`config.mk`:
```
export PLATFORM = sky130hd
export DESIGN_NAME = amf
export DESIGN_NICKNAME = d
export VERILOG_FILES = /design/src/rtl/amf_pkg.sv /design/src/rtl/amf_sorter.sv /design/src/rtl/amf.sv
export SDC_FILE = /design/constraint.sdc
export NUM_CORES = 2
export LEC_CHECK = 0
export CAP_MARGIN = 20
export CORE_ASPECT_RATIO = 1.4
export CORE_UTILIZATION = 57
export CTS_CLUSTER_DIAMETER = 60
export DETAILED_ROUTE_END_ITERATION = 8
export GPL_ROUTABILITY_DRIVEN = 0
export PLACE_DENSITY = 0.77
export SLEW_MARGIN = 20
export SYNTH_ARGS = -nofsm -noshare
export SYNTH_HDL_FRONTEND = slang
export SYNTH_SLANG_ARGS = --single-unit
```
`constraint.sdc`:
```
create_clock -name clk -period 16.8 [get_ports clk]
set_input_delay 3.36 -clock clk [delete_from_list [all_inputs] [get_ports clk]]
set_output_delay 3.36 -clock clk [all_outputs]
set_load 0.03 [all_outputs]
```
`src/rtl/amf_pkg.sv`:
```
// Shared definitions for the adaptive median filter: FSM states and window sizing.
package amf_pkg;

  typedef enum logic [2:0] {
    IDLE  = 3'd0,
    FETCH = 3'd1,
    EVAL  = 3'd2,
    WRITE = 3'd3,
    NEXT  = 3'd4,
    DONE  = 3'd5
  } amfState_t;

  localparam int SMAX    = 5;
  localparam int WIN_MAX = SMAX * SMAX;
  localparam int CNT_W   = $clog2(WIN_MAX + 1);

endpackage

```
`src/rtl/amf_sorter.sv`:
```
// Insertion-sorted register array of up to WIN_MAX samples; exposes min, max and
// lower median of the samples inserted since the last clear.
module amf_sorter
  import amf_pkg::*;
#(
  parameter int DATA_WIDTH = 8
) (
  input  logic                  clk,
  input  logic                  rst,
  input  logic                  clr,
  input  logic                  ins,
  input  logic [DATA_WIDTH-1:0] insVal,
  output logic [DATA_WIDTH-1:0] zMin,
  output logic [DATA_WIDTH-1:0] zMax,
  output logic [DATA_WIDTH-1:0] zMed
);

  logic [DATA_WIDTH-1:0] sorted     [WIN_MAX];
  logic [DATA_WIDTH-1:0] nextSorted [WIN_MAX];
  logic [WIN_MAX-1:0]    shiftMask;
  logic [CNT_W-1:0]      count;
  logic [CNT_W-1:0]      lastIdx;
  logic [CNT_W-1:0]      medIdx;

  // Slots at or above the insertion point move up one; the new value lands at the boundary.
  always_comb begin
    for (int i = 0; i < WIN_MAX; i++) begin
      shiftMask[i] = ((CNT_W'(i) < count) && (sorted[i] > insVal)) || (CNT_W'(i) == count);
    end
    if (shiftMask[0]) begin
      nextSorted[0] = insVal;
    end else begin
      nextSorted[0] = sorted[0];
    end
    for (int i = 1; i < WIN_MAX; i++) begin
      if (shiftMask[i] && shiftMask[i-1]) begin
        nextSorted[i] = sorted[i-1];
      end else if (shiftMask[i]) begin
        nextSorted[i] = insVal;
      end else begin
        nextSorted[i] = sorted[i];
      end
    end
  end

  // Sorted storage and occupancy count.
  always_ff @(posedge clk) begin
    if (rst || clr) begin
      for (int i = 0; i < WIN_MAX; i++) begin
        sorted[i] <= '0;
      end
      count <= '0;
    end else if (ins && (count < CNT_W'(WIN_MAX))) begin
      for (int i = 0; i < WIN_MAX; i++) begin
        sorted[i] <= nextSorted[i];
      end
      count <= count + CNT_W'(1);
    end
  end

  // Order-statistic reads: sorted[0], sorted[k-1] and sorted[(k-1)/2].
  always_comb begin
    if (count == '0) begin
      lastIdx = '0;
    end else begin
      lastIdx = count - CNT_W'(1);
    end
    medIdx = {1'b0, lastIdx[CNT_W-1:1]};
    zMin   = sorted[0];
    zMax   = sorted[lastIdx];
    zMed   = sorted[medIdx];
  end

endmodule

```
`src/rtl/amf.sv`:
```
// Adaptive median filter top: raster walker, window fetch sequencer and level A/B
// decision, streaming one filtered pixel per location into the destination SRAM.
module amf
  import amf_pkg::*;
#(
  parameter int DATA_WIDTH = 8,
  parameter int ADDR_WIDTH = 8
) (
  input  logic                  clk,
  input  logic                  rst,
  output logic [DATA_WIDTH-1:0] dataOut,
  output logic [ADDR_WIDTH-1:0] addrOut,
  output logic [ADDR_WIDTH-1:0] addrIn,
  output logic                  filterF,
  input  logic [DATA_WIDTH-1:0] dataIn,
  input  logic [15:0]           M,
  input  logic [15:0]           N,
  input  logic                  filterEn
);

  amfState_t state, nextState;

  logic [15:0] rowPtr, colPtr, winR, winC;
  logic [1:0]  half;
  logic        issuing, pending, pendCentre;
  logic [DATA_WIDTH-1:0] centreVal, zMin, zMax, zMed, evalOut;

  logic [16:0] rowEnd, colEnd, rowLimit, colLimit;
  logic [15:0] rowHi, colHi, colLo, issR, issC;
  logic        issMore;
  logic [15:0] ldR, ldC, ldRowLo, ldColLo, selR, selC;
  logic [1:0]  ldHalf;
  logic        loadWin, sortIns, fetchDone, lastPix, levelA, levelB, retry;
  logic [ADDR_WIDTH-1:0] fetchAddr, pixAddr;

  // Clipped window bounds and the next in-image window position to issue.
  always_comb begin
    rowEnd   = {1'b0, rowPtr} + {15'd0, half};
    colEnd   = {1'b0, colPtr} + {15'd0, half};
    rowLimit = {1'b0, M} - 17'd1;
    colLimit = {1'b0, N} - 17'd1;
    if (rowEnd > rowLimit) rowHi = rowLimit[15:0]; else rowHi = rowEnd[15:0];
    if (colEnd > colLimit) colHi = colLimit[15:0]; else colHi = colEnd[15:0];
    if (colPtr >= {14'd0, half}) colLo = colPtr - {14'd0, half}; else colLo = 16'd0;
    if (winC < colHi) begin
      issR = winR;          issC = winC + 16'd1; issMore = 1'b1;
    end else if (winR < rowHi) begin
      issR = winR + 16'd1;  issC = colLo;        issMore = 1'b1;
    end else begin
      issR = winR;          issC = winC;         issMore = 1'b0;
    end
  end

  // Pixel/window being loaded on entry to FETCH, and the address that goes out next.
  always_comb begin
    ldR    = rowPtr;
    ldC    = colPtr;
    ldHalf = 2'd1;
    case (state)
      IDLE: begin
        ldR = 16'd0;
        ldC = 16'd0;
      end
      EVAL: ldHalf = 2'd2;
      NEXT: begin
        if (colPtr < (N - 16'd1)) begin
          ldC = colPtr + 16'd1;
        end else begin
          ldR = rowPtr + 16'd1;
          ldC = 16'd0;
        end
      end
      default: ldHalf = 2'd1;
    endcase
    if (ldR >= {14'd0, ldHalf}) ldRowLo = ldR - {14'd0, ldHalf}; else ldRowLo = 16'd0;
    if (ldC >= {14'd0, ldHalf}) ldColLo = ldC - {14'd0, ldHalf}; else ldColLo = 16'd0;
    if (loadWin) begin
      selR = ldRowLo;
      selC = ldColLo;
    end else begin
      selR = issR;
      selC = issC;
    end
  end

  assign fetchAddr = ADDR_WIDTH'(32'(selR) * 32'(N) + 32'(selC));
  assign pixAddr   = ADDR_WIDTH'(32'(rowPtr) * 32'(N) + 32'(colPtr));
  assign lastPix   = (rowPtr == (M - 16'd1)) && (colPtr == (N - 16'd1));
  assign fetchDone = !issuing && pending;
  assign loadWin   = (nextState == FETCH) && (state != FETCH);
  assign sortIns   = (state == FETCH) && pending;

  amf_sorter #(.DATA_WIDTH(DATA_WIDTH)) uSorter (
    .clk    (clk),
    .rst    (rst),
    .clr    (loadWin),
    .ins    (sortIns),
    .insVal (dataIn),
    .zMin   (zMin),
    .zMax   (zMax),
    .zMed   (zMed)
  );

  // Level A tests the median for impulse noise, level B the centre pixel.
  always_comb begin
    levelA = (zMin < zMed) && (zMed < zMax);
    levelB = (zMin < centreVal) && (centreVal < zMax);
    retry  = !levelA && (int'({half, 1'b1}) < SMAX);
    if (levelA && levelB) begin
      evalOut = centreVal;
    end else begin
      evalOut = zMed;
    end
  end

  // State register.
  always_ff @(posedge clk) begin
    if (rst) begin
      state <= IDLE;
    end else begin
      state <= nextState;
    end
  end

  // Next-state logic; dropping filterEn aborts from any active state.
  always_comb begin
    nextState = state;
    case (state)
      IDLE: begin
        if (!filterEn) nextState = IDLE;
        else if ((M == 16'd0) || (N == 16'd0)) nextState = DONE;
        else nextState = FETCH;
      end
      FETCH: begin
        if (!filterEn) nextState = IDLE;
        else if (fetchDone) nextState = EVAL;
        else nextState = FETCH;
      end
      EVAL: begin
        if (!filterEn) nextState = IDLE;
        else if (retry) nextState = FETCH;
        else nextState = WRITE;
      end
      WRITE: begin
        if (!filterEn) nextState = IDLE;
        else nextState = NEXT;
      end
      NEXT: begin
        if (!filterEn) nextState = IDLE;
        else if (lastPix) nextState = DONE;
        else nextState = FETCH;
      end
      DONE: begin
        if (!filterEn) nextState = IDLE;
        else nextState = DONE;
      end
      default: nextState = IDLE;
    endcase
  end

  // Raster pointer, fetch pipeline and registered outputs.
  always_ff @(posedge clk) begin
    if (rst) begin
      rowPtr <= 16'd0;  colPtr <= 16'd0;  half <= 2'd1;
      winR <= 16'd0;    winC <= 16'd0;
      issuing <= 1'b0;  pending <= 1'b0;  pendCentre <= 1'b0;
      centreVal <= '0;  addrIn <= '0;     addrOut <= '0;
      dataOut <= '0;    filterF <= 1'b0;
    end else begin
      filterF <= (nextState == DONE);
      if (loadWin) begin
        rowPtr <= ldR;  colPtr <= ldC;  half <= ldHalf;
        winR <= ldRowLo;  winC <= ldColLo;  addrIn <= fetchAddr;
        issuing <= 1'b1;  pending <= 1'b0;  pendCentre <= 1'b0;
      end else if (state == FETCH) begin
        // The sample returning now belongs to the address issued last cycle.
        pending    <= issuing;
        pendCentre <= issuing && (winR == rowPtr) && (winC == colPtr);
        if (pending && pendCentre) centreVal <= dataIn;
        if (issuing && issMore) begin
          winR <= issR;  winC <= issC;  addrIn <= fetchAddr;
        end else if (issuing) begin
          issuing <= 1'b0;
        end
      end
      if ((state == EVAL) && (nextState == WRITE)) begin
        dataOut <= evalOut;
        addrOut <= pixAddr;
      end
    end
  end

endmodule

```
==> metrics.yaml <==
synth:
  synth_top_family_by_area: "simple AND/OR/NAND/NOR gates"
  synth-simple-area-share_pct: 22.9
  seq_area_frac_synth_pct: 25.9
  synth_compound_area_share_pct: 16.4
  yosys_warnings: 0
  ys_top_cells_by_area: "edfxtp_1 (19%), ha_1 (14%), dfxtp_1 (7.0%)"
  synthFlopType: "edfxtp_1"
  synth_cell_types: 99
  synth.largest_area_cell: "edfxtp_1"
  netlist_instances: 3903
  synthXorXnorAreaFrac_pct: 5.81
  async_flop_share_pct: 0
  muxShareOfSynthArea_pct: 7.01
  syn_area_per_cell_um2: 8.11
  syn_area_um2: 31700
  synth-seq-cells: 310
  synth_fp_nets: 4348
  synth_top_area_share_pct: 19.0
  synth_fa_ha_area_share_pct: 16.9
  synth-edff-count: 200
power_and_ir_drop:
  leakagePower_nw: 14.6
  peakVddDrop_uv: 73.8
  p_per_area_nw_per_um2: 70.3
die:
  start_util_pct: 58.0
  die_y_um: 281
  die_x_um: 201
  ios: 68
  dieArea_um2: 56500
  core_region_area_um2: 54600
  rows: 101
worst_setup_path:
  critPathCaptureType: "register"
  crit_required_ns: 17.29
  critPathKind: "primary input to register"
  path_max_fanout: 24
  startpoint_type: "primary input"
  worstPathArrival_ns: 15.30
  slowest_stage: "clkdlybuf4s50_1"
  cpPeakStageDelay_ns: 0.91
routing:
  wl_per_cell_um: 25.3
  via_per_inst: 6.77
  ant_nets: 0
  drt-pass1-iter-count: 6
  drc: 0
  vias: 31000
  drt_iter0_markers: 3648
  totalWireLength_um: 116000
timing:
  max_slew_margin_pct: 16.4
  finClkSkew_ns: 0.0430
  finalHoldViolCount: 0
  rsz0062_at_grt: "false"
  layout_min_cycle_time_ns: 14.82
  max_freq_mhz: 67.5
  setup_viol: 0
  period_share_pct: 88.2
  setup_tns_ns: 0
  tightest_slew_ns: 1.24
  slew_viol_final: 0
grt:
  grt_pass1_vias: 29600
  grt_max_degree: 96
  grt_pass1_wl_um: 174000
  grt_use_total_pct: 40.4
  antenna_found_initial: 2
  grt_overflow: 0
final_layout:
  final_area_um2: 34000
  mostFrequentLayoutCell: "nand2_1"
  drive_gt1_share_pct: 5.09
  utilization_pct: 62.2
  syn2layout_area_growth_pct: 7.25
  finalNetCount: 4275
  fillers: 4928
  layout_common_cells: "nand2_1 (495), nor2_1 (466), ha_1 (361)"
clocking:
  path_clk_slew_ns: 0.06
  clk_latency_ns: 0.59
  cts_made_buffers: 37
  clock_sinks: 310
  cts_setup_buffers: 0
  clockBufferDepth: 3
  cts_hold_buf: 0
  post_cts_resized: 0
  cts_tree: "done"
  cts_root_buf: "clkbuf_16"
  h-tree-depth: 2
min_path:
  hold_path.class: "register to register"
placement:
  placed_cell_area_um2: 32800
  portBuffers: 67
  dp.final_hpwl_um: 82300
run_status:
  status: "finished clean"
run:
  max_cap_viol_count: 0
[per-stage QoR]
| stage | hold WS, ns | worst slack (ns) | total power (W) | std cells |
|---|---|---|---|---|
| finish | 0.451 | 1.98 | 0.00239 | 4577 |
| global route | 0.482 | 1.32 | 0.00248 | 4575 |
| CTS | 0.457 | 2.18 | 0.00237 | 4573 |
| detailed placement | 0.446 | 1.56 | 0.00161 | 4510 |
| global placement | 0.440 | 1.47 | 0.00159 | 4509 |
| floorplan | 0.456 | 3.14 | 0.00138 | 3903 |
[critical path, delay by kind of cell]
kind | cells | cell delay, ns
xor gates and xnor gates | 5 | 1.22
AOI/OAI and AO/OA | 14 | 2.92
buffers and inverters | 5 | 1.41
adders and majority gates | 8 | 3.17
and+or+nand+nor | 10 | 3.18
[metal layers]
layer	wire [um]	global-route usage [%]	vias to the layer above
met3	12000	9.35	688
met4	12800	38.1	0
li1	-	-	13800
met5	0	0	-
met1	38200	42.9	14400
met2	52600	66.5	2054
[final timing paths]
kind | startpoint | to | cells past startpoint | slack [ns]
max | N[0] | addrIn[7]$_SDFFE_PP0P_ | 42 | 1.98
min | addrIn[0]$_SDFFE_PP0P_ | addrIn[0]$_SDFFE_PP0P_ | 2 | 0.45
max reg2reg | rowPtr[5]$_SDFFE_PP0N_ | addrIn[7]$_SDFFE_PP0P_ | 40 | 4.98
min reg2reg | addrIn[0]$_SDFFE_PP0P_ | addrIn[0]$_SDFFE_PP0P_ | 2 | 0.45
[registers in the layout (all words and copies together), names as in the netlist]
name	count
filterF	1
pending	1
rowPtr	16
uSorter.count	5
winR	16
centreVal	8
issuing	1
colPtr	16
half	2
pendCentre	1
uSorter.sorted	200
addrOut	8
addrIn	8
winC	16
dataOut	8
state	3
[cell families after synthesis]
logic type	after synthesis
compound gates	779
xor+xnor	199
fa+ha+maj	402
buf+inv	420
flops	310
mux	221
simple gates	1572
[layout make-up]
| cell class | count | area (um2) | share of cell area (%) |
|---|---|---|---|
| antenna | 2 | 5.00 | 0.0147 |
| timing repair buffer | 131 | 1140 | 3.36 |
| tap | 721 | 902 | 2.66 |
| sequential | 310 | 8210 | 24.2 |
| clock buffer | 48 | 997 | 2.94 |
| clock inverter | 15 | 111 | 0.328 |
| multi-input combinational | 3173 | 21900 | 64.6 |
| inverter | 177 | 664 | 1.96 |
[synthesized netlist by cell type (all sizes together), types with 75 or more instances]
| master | count |
|---|---|
| a21o | 75 |
| a21oi | 208 |
| clkbuf | 195 |
| dfxtp | 110 |
| edfxtp | 200 |
| ha | 361 |
| inv | 177 |
| mux2i | 216 |
| nand2 | 499 |
| nand3 | 179 |
| nor2 | 474 |
| o21ai | 171 |
| xnor2 | 107 |
| xor2 | 85 |
[power by group]
part,internal [W],total (W),switching [W]
Combinational,0.000265,0.000677,0.000411
Clock,0.000422,0.000771,0.000349
Sequential,0.000859,0.000939,0.0000794
(Power assumes the default switching activity.)
